$ cat src/rtl/reservoir_monitor.sv
// rtl/reservoir_monitor.sv - per-day reservoir level FSM with hysteresis/debounce, flood alarm and saturating totals
module reservoir_monitor #(
  parameter int unsigned LOW_TH   = 40,
  parameter int unsigned HIGH_TH  = 200,
  parameter int unsigned FLOOD_TH = 240,
  parameter int unsigned HYST     = 8,
  parameter int unsigned CONFIRM  = 3
) (
  input  logic        clk,
  input  logic        rst,
  input  logic        sample,
  input  logic        clear,
  input  logic [7:0]  now,
  input  logic [7:0]  out,
  input  logic [7:0]  electric,
  output logic [1:0]  level_state,
  output logic        alarm,
  output logic [15:0] energy_total,
  output logic [15:0] spill_total,
  output logic [7:0]  peak_level,
  output logic [7:0]  day_count,
  output logic        state_chg
);

  typedef enum logic [1:0] {
    ST_NORMAL = 2'b00,
    ST_LOW    = 2'b01,
    ST_HIGH   = 2'b10,
    ST_FLOOD  = 2'b11
  } state_t;

  // 9-bit thresholds so LOW_TH+HYST cannot wrap against an 8-bit level
  localparam logic [8:0] LOW_LIM   = 9'(LOW_TH);
  localparam logic [8:0] LOW_EXIT  = 9'(LOW_TH + HYST);
  localparam logic [8:0] HIGH_LIM  = 9'(HIGH_TH);
  localparam logic [8:0] HIGH_EXIT = 9'(HIGH_TH - HYST);
  localparam logic [8:0] FLOOD_LIM = 9'(FLOOD_TH);
  localparam logic [8:0] FLOOD_EXIT = 9'(FLOOD_TH - HYST);
  localparam logic [3:0] CONFIRM_N = 4'(CONFIRM);

  state_t      state_q, state_d;
  state_t      pend_q, pend_d;
  state_t      tgt;
  logic [3:0]  cnt_q, cnt_d;
  logic        alarm_q, alarm_d;
  logic        chg_q, chg_d;
  logic [15:0] energy_q, energy_d;
  logic [15:0] spill_q, spill_d;
  logic [7:0]  peak_q, peak_d;
  logic [7:0]  day_q, day_d;
  logic [8:0]  lvl;
  logic [16:0] energy_sum;
  logic [16:0] spill_sum;
  logic [3:0]  cnt_inc;

  always_comb begin
    lvl = {1'b0, now};
    tgt = state_q;
    if (lvl >= FLOOD_LIM) begin
      tgt = ST_FLOOD;
    end else begin
      case (state_q)
        ST_FLOOD:  tgt = (lvl < FLOOD_EXIT) ? ST_HIGH : ST_FLOOD;
        ST_HIGH:   tgt = (lvl < HIGH_EXIT) ? ST_NORMAL : ST_HIGH;
        ST_LOW:    tgt = (lvl > LOW_EXIT) ? ST_NORMAL : ST_LOW;
        default: begin
          if (lvl >= HIGH_LIM)     tgt = ST_HIGH;
          else if (lvl <= LOW_LIM) tgt = ST_LOW;
          else                     tgt = ST_NORMAL;
        end
      endcase
    end
  end

  always_comb begin
    state_d = state_q;
    pend_d  = pend_q;
    cnt_d   = cnt_q;
    cnt_inc = cnt_q + 4'd1;
    if (sample) begin
      if (tgt == state_q) begin
        cnt_d = 4'd0;
      end else if (tgt == ST_FLOOD || state_q == ST_FLOOD) begin
        state_d = tgt;
        cnt_d   = 4'd0;
      end else if (tgt != pend_q || cnt_q == 4'd0) begin
        pend_d = tgt;
        cnt_d  = 4'd1;
        if (CONFIRM_N == 4'd1) begin
          state_d = tgt;
          cnt_d   = 4'd0;
        end
      end else if (cnt_inc >= CONFIRM_N) begin
        state_d = tgt;
        cnt_d   = 4'd0;
      end else begin
        cnt_d = cnt_inc;
      end
    end
    alarm_d = (state_d == ST_FLOOD);
    chg_d   = (state_d != state_q);
  end

  always_comb begin
    energy_sum = {1'b0, energy_q} + {9'd0, electric};
    spill_sum  = {1'b0, spill_q} + {9'd0, out};
    energy_d   = energy_q;
    spill_d    = spill_q;
    peak_d     = peak_q;
    day_d      = day_q;
    // clear wins over a coincident sample for the statistics only
    if (clear) begin
      energy_d = 16'd0;
      spill_d  = 16'd0;
      peak_d   = 8'd0;
      day_d    = 8'd0;
    end else if (sample) begin
      energy_d = energy_sum[16] ? 16'hFFFF : energy_sum[15:0];
      spill_d  = spill_sum[16] ? 16'hFFFF : spill_sum[15:0];
      peak_d   = (now > peak_q) ? now : peak_q;
      day_d    = day_q + 8'd1;
    end
  end

  always_ff @(posedge clk or negedge rst) begin
    if (!rst) begin
      state_q  <= ST_NORMAL;
      pend_q   <= ST_NORMAL;
      cnt_q    <= 4'd0;
      alarm_q  <= 1'b0;
      chg_q    <= 1'b0;
      energy_q <= 16'd0;
      spill_q  <= 16'd0;
      peak_q   <= 8'd0;
      day_q    <= 8'd0;
    end else begin
      state_q  <= state_d;
      pend_q   <= pend_d;
      cnt_q    <= cnt_d;
      alarm_q  <= alarm_d;
      chg_q    <= chg_d;
      energy_q <= energy_d;
      spill_q  <= spill_d;
      peak_q   <= peak_d;
      day_q    <= day_d;
    end
  end

  assign level_state  = state_q;
  assign alarm        = alarm_q;
  assign energy_total = energy_q;
  assign spill_total  = spill_q;
  assign peak_level   = peak_q;
  assign day_count    = day_q;
  assign state_chg    = chg_q;

endmodule

$ cat config.mk
export PLATFORM = sky130hd
export DESIGN_NAME = reservoir_monitor
export DESIGN_NICKNAME = d
export VERILOG_FILES = /design/src/rtl/reservoir_monitor.sv
export SDC_FILE = /design/constraint.sdc
export NUM_CORES = 1
export LEC_CHECK = 0
export ABC_AREA = 1
export BUFFER_PORTS_ARGS = -buffer_cell sky130_fd_sc_hd__buf_2
export CORE_MARGIN = 2
export CORE_UTILIZATION = 35
export DETAILED_ROUTE_END_ITERATION = 7
export GPL_TIMING_DRIVEN = 0
export SYNTH_ARGS = -nofsm -noshare
export SYNTH_HDL_FRONTEND = slang
export SYNTH_SLANG_ARGS = --single-unit
$ cat constraint.sdc
create_clock -name clk -period 2.51 [get_ports clk]
set_input_delay 0.3765 -clock clk [delete_from_list [all_inputs] [get_ports clk]]
set_output_delay 0.3765 -clock clk [all_outputs]
set_load 0.02 [all_outputs]
==> results.md <==
- Vias/cell: between 4 and 5
- PwrDens: 692 nW/µm²
- Mapped Nets: 590
- Status: finished, final reports clean
- Leakage: 2.64 nW
- Worst-path fanout max: 3
- Worst reg2reg path depth: 14
- Die Wd: 110 µm
- I/O Pins: 80
- ANT nets after route: 0
- DR DRC count: 0
- Dpl hpwl: 7.42 mm
- Cell Rows: 38
- Vias in the first global route: 3,562
- Root buf cell: clkbuf_16
- Clock Skew: about 0.0057 ns
- Worst r2r src: spill_total[0]
- Setup crit start kind: register
- Longest Clk Path Bufs: 2
- Internal Power: 0.00217 W
- EDFF count, synth: 0
- Switching share of power: 34.8%
- Inserted Clock Buffers: 9
- Reg clk slew, reported paths: 0.05 ns
- H-tree level count: 3
- Die Span Y: 110 µm
- Arrival time of the worst setup path: 2.46 ns
- Cell Area, Synth: 3960 µm²
- Worst VDD drop: 0.293 mV
- Critical path's largest stage delay: around 0.4 ns
- Crit path time final: between 2 and 2.5 ns
- IO buf count: 79
- Area growth, synth to finish: 21.8%
- Nets: slightly below 700
- Setup Buffers After CTS: 0
- Sequential power share: roughly a third
- Congestion Overflow GR: 0
- Share of power burned in combinational logic: 30.0%
- Max Slew Vio Count: 0
- Fin. Hold Viols: 0
- Final Setup Violations: 0
- CP max-delay cell: fa_1
- First-pass GRT wire length: roughly 16 mm
- Critical Path End Type: register
- Maximum achievable frequency: approximately 0.45 GHz
- Critical path cell sequence: ha_1, inv_1, fa_1, nand3b_1, nand2_1, a21oi_1, o21ai_1, nand2_1, inv_2, nand2_1, nand2_1, nand3_1, nand2_1, nand2_1
- DR WL/cell: 12.6 µm
- Worst-Margin Slew: about 0.76 ns
- Final cell count without fillers: 766
- Critical path depth: 14
- Worst-Skew Late Latency: 0.32 ns
- Synth area leaders: dfrtp_1 (37%), nand2_1 (13%), ha_1 (8.9%)
- Cell family with most CP delay: simple AND/OR/NAND/NOR gates
- CTS Sinks: 58
- Hold-fix buffers, CTS: 0
- Most used cell, CP: nand2_1
- WS Path Type: reg2reg
- Setup TNS: 0 ns
- Share of cells above drive strength 1: 19.6%
- RSZ-0062 raised after global routing: false
- R2R Path End: spill_total[14]
- Period Utilization, post-route: 89.4%
- Post-synth top flop: dfrtp_1
- Library cells used by synthesis: 38
- Ys Warns: 0
- DRT Pass-1 Iters: 4
- CTS tree: yes
- Final wirelength: 9.69 mm
- Seq/Total Area, Yosys: 36.7%
- GRT Total Usage: 17.1%
- DR vias: 3,746
- Fillcell total: 1,138
- Dpl cells: approximately 750
- Slew headroom: between 40% and 50%
- DR iter-0 viols: 135
- #FFs+latches synth: 58
- Synth top area share: 36.7%
- Initial antenna violation count: 0
- Core ar.: 10,900 µm²
- Mean Syn Cell Area: 7.43 µm²
- Synth Instances: between 500 and 600
- NetSw: 0.00116 W
- Ys async rst share: 100%
- Diode count: 0
- CP endpoint: spill_total[14]
- Worst setup path start: spill_total[0]
- Max-cap violations: 0
- Routability Congestion: 0.880
- Clock power share: 35.8%
- Die area: 12,200 µm²
- Reg2Reg Setup Slack: roughly 0.27 ns
- HP Class: in2async
- Post_cts resized: 0
- Initial Util: 36.2%
- CP bufs+invs: 2
- Largest net degree at the start of global routing: 59
- Worst Path Required: 2.72 ns
- Largest area contributor in the netlist: dfrtp_1
cell usage in the layout (no fill, tap or decap), types with 2 or more instances in the layout:
| cell | Yosys | routed |
|---|---|---|
| a21o_1 | 6 | 6 |
| a21oi_1 | 30 | 30 |
| a22o_1 | 2 | 2 |
| a31oi_1 | 3 | 3 |
| and3_1 | 2 | 2 |
| buf_2 | 2 | 80 |
| buf_4 | 1 | 2 |
| clkbuf_1 | 5 | 5 |
| clkbuf_16 | 0 | 9 |
| clkbuf_8 | 0 | 4 |
| clkinv_1 | 2 | 2 |
| clkinv_2 | 0 | 2 |
| dfrtp_1 | 58 | 58 |
| fa_1 | 2 | 2 |
| ha_1 | 28 | 28 |
| inv_1 | 65 | 65 |
| inv_2 | 4 | 4 |
| nand2_1 | 139 | 139 |
| nand2_2 | 9 | 9 |
| nand3_1 | 35 | 35 |
| nand3_2 | 4 | 4 |
| nand3b_1 | 2 | 2 |
| nand4_1 | 11 | 11 |
| nor2_1 | 29 | 29 |
| nor2_4 | 2 | 2 |
| nor3_1 | 11 | 11 |
| o21ai_0 | 34 | 34 |
| o21ai_1 | 14 | 14 |
| o22ai_1 | 7 | 7 |
| xnor2_1 | 7 | 7 |
| xor2_1 | 8 | 8 |
cell usage after synthesis (all sizes together), types with 2 or more instances:
master,count
inv,69
and3,2
ha,28
nand2,148
buf,4
clkinv,2
nor2,32
fa,2
a21oi,31
nand4,12
a22o,2
nor3,12
o22ai,7
clkbuf,5
nand3b,2
a21o,6
a31oi,3
or2,2
xnor2,7
dfrtp,58
xor2,8
o21ai,49
nand3,40
power by group through the flow:
| stage | combinational, W | sequential [W] | clock, W |
|---|---|---|---|
| after floorplan | 0.000624 | 0.00125 | 0 |
| after global placement | 0.000999 | 0.00115 | 0 |
| after detailed placement | 0.00101 | 0.00116 | 0 |
| after CTS | 0.00101 | 0.00114 | 0.00122 |
| after global routing | 0.00113 | 0.00116 | 0.00126 |
| final | 0.00100 | 0.00114 | 0.00119 |
how the worst min path moves through the flow:
stage                    start         endpoint  slack [ns]  depth (start not counted)
2_1_floorplan              rst            alarm        0.08                          0
3_3_place_gp   energy_total[0]  energy_total[0]        0.49                          2
3_5_place_dp    spill_total[4]   spill_total[4]        0.50                          1
4_1_cts                    rst    peak_level[3]        0.17                          1
5_1_grt                    rst    peak_level[3]        0.21                          1
6_report                   rst    peak_level[3]        0.13                          1
layer usage:
| metal | vias up | wire length, µm | track usage, % |
|---|---|---|---|
| li1 | 1946 | - | - |
| met1 | 1735 | 4740 | 23.2 |
| met2 | 52 | 4470 | 27.6 |
| met3 | 13 | 308 | 2.47 |
| met4 | 0 | 171 | 6.34 |
| met5 | - | 0 | 0 |
state kept, by name, indices dropped and copies added, names as in the netlist:
name / count
spill_total: 16
cnt_q: 4
day_count: 8
level_state: 2
alarm: 1
pend_q: 2
energy_total: 16
peak_level: 8
state_chg: 1
cells by family (layout without fill, tap and decap cells):
logic type / Yosys count / after routing / share of synthesized area [%]
xor gates and xnor gates: 15 / 15 / 3.32
DFF: 58 / 58 / 36.7
adders and majority gates: 30 / 30 / 9.87
buffers and inverters: 80 / 174 / 7.75
and+or+nand+nor: 250 / 250 / 28.7
AOI/OAI and AO/OA: 99 / 99 / 13.7
final cells by class:
class / instances / area (µm²) / share of cell area [%]
clock buffer: 13 / 280 / 5.82
clock inverter: 2 / 10.0 / 0.208
tap: 140 / 175 / 3.64
inverter: 71 / 267 / 5.53
sequential: 58 / 1450 / 30.1
timing repair buffer: 79 / 398 / 8.26
multi-input combinational: 394 / 2200 / 45.6
buffer: 9 / 40.0 / 0.831
stage by stage:
stage | setup WS (ns) | util [%] | hold WS (ns) | total power [W] | instance area [µm²]
floorplan | 0.394 | - | 0.0809 | 0.00188 | 3960
global placement | 0.200 | 41.4 | 0.487 | 0.00215 | 4530
detailed placement | 0.205 | 41.4 | 0.496 | 0.00216 | 4530
CTS | 0.259 | 44.1 | 0.171 | 0.00337 | 4820
global route | 0.0807 | 44.1 | 0.213 | 0.00355 | 4820
finish | 0.265 | 44.1 | 0.128 | 0.00333 | 4820
(Power assumes the default switching activity.)
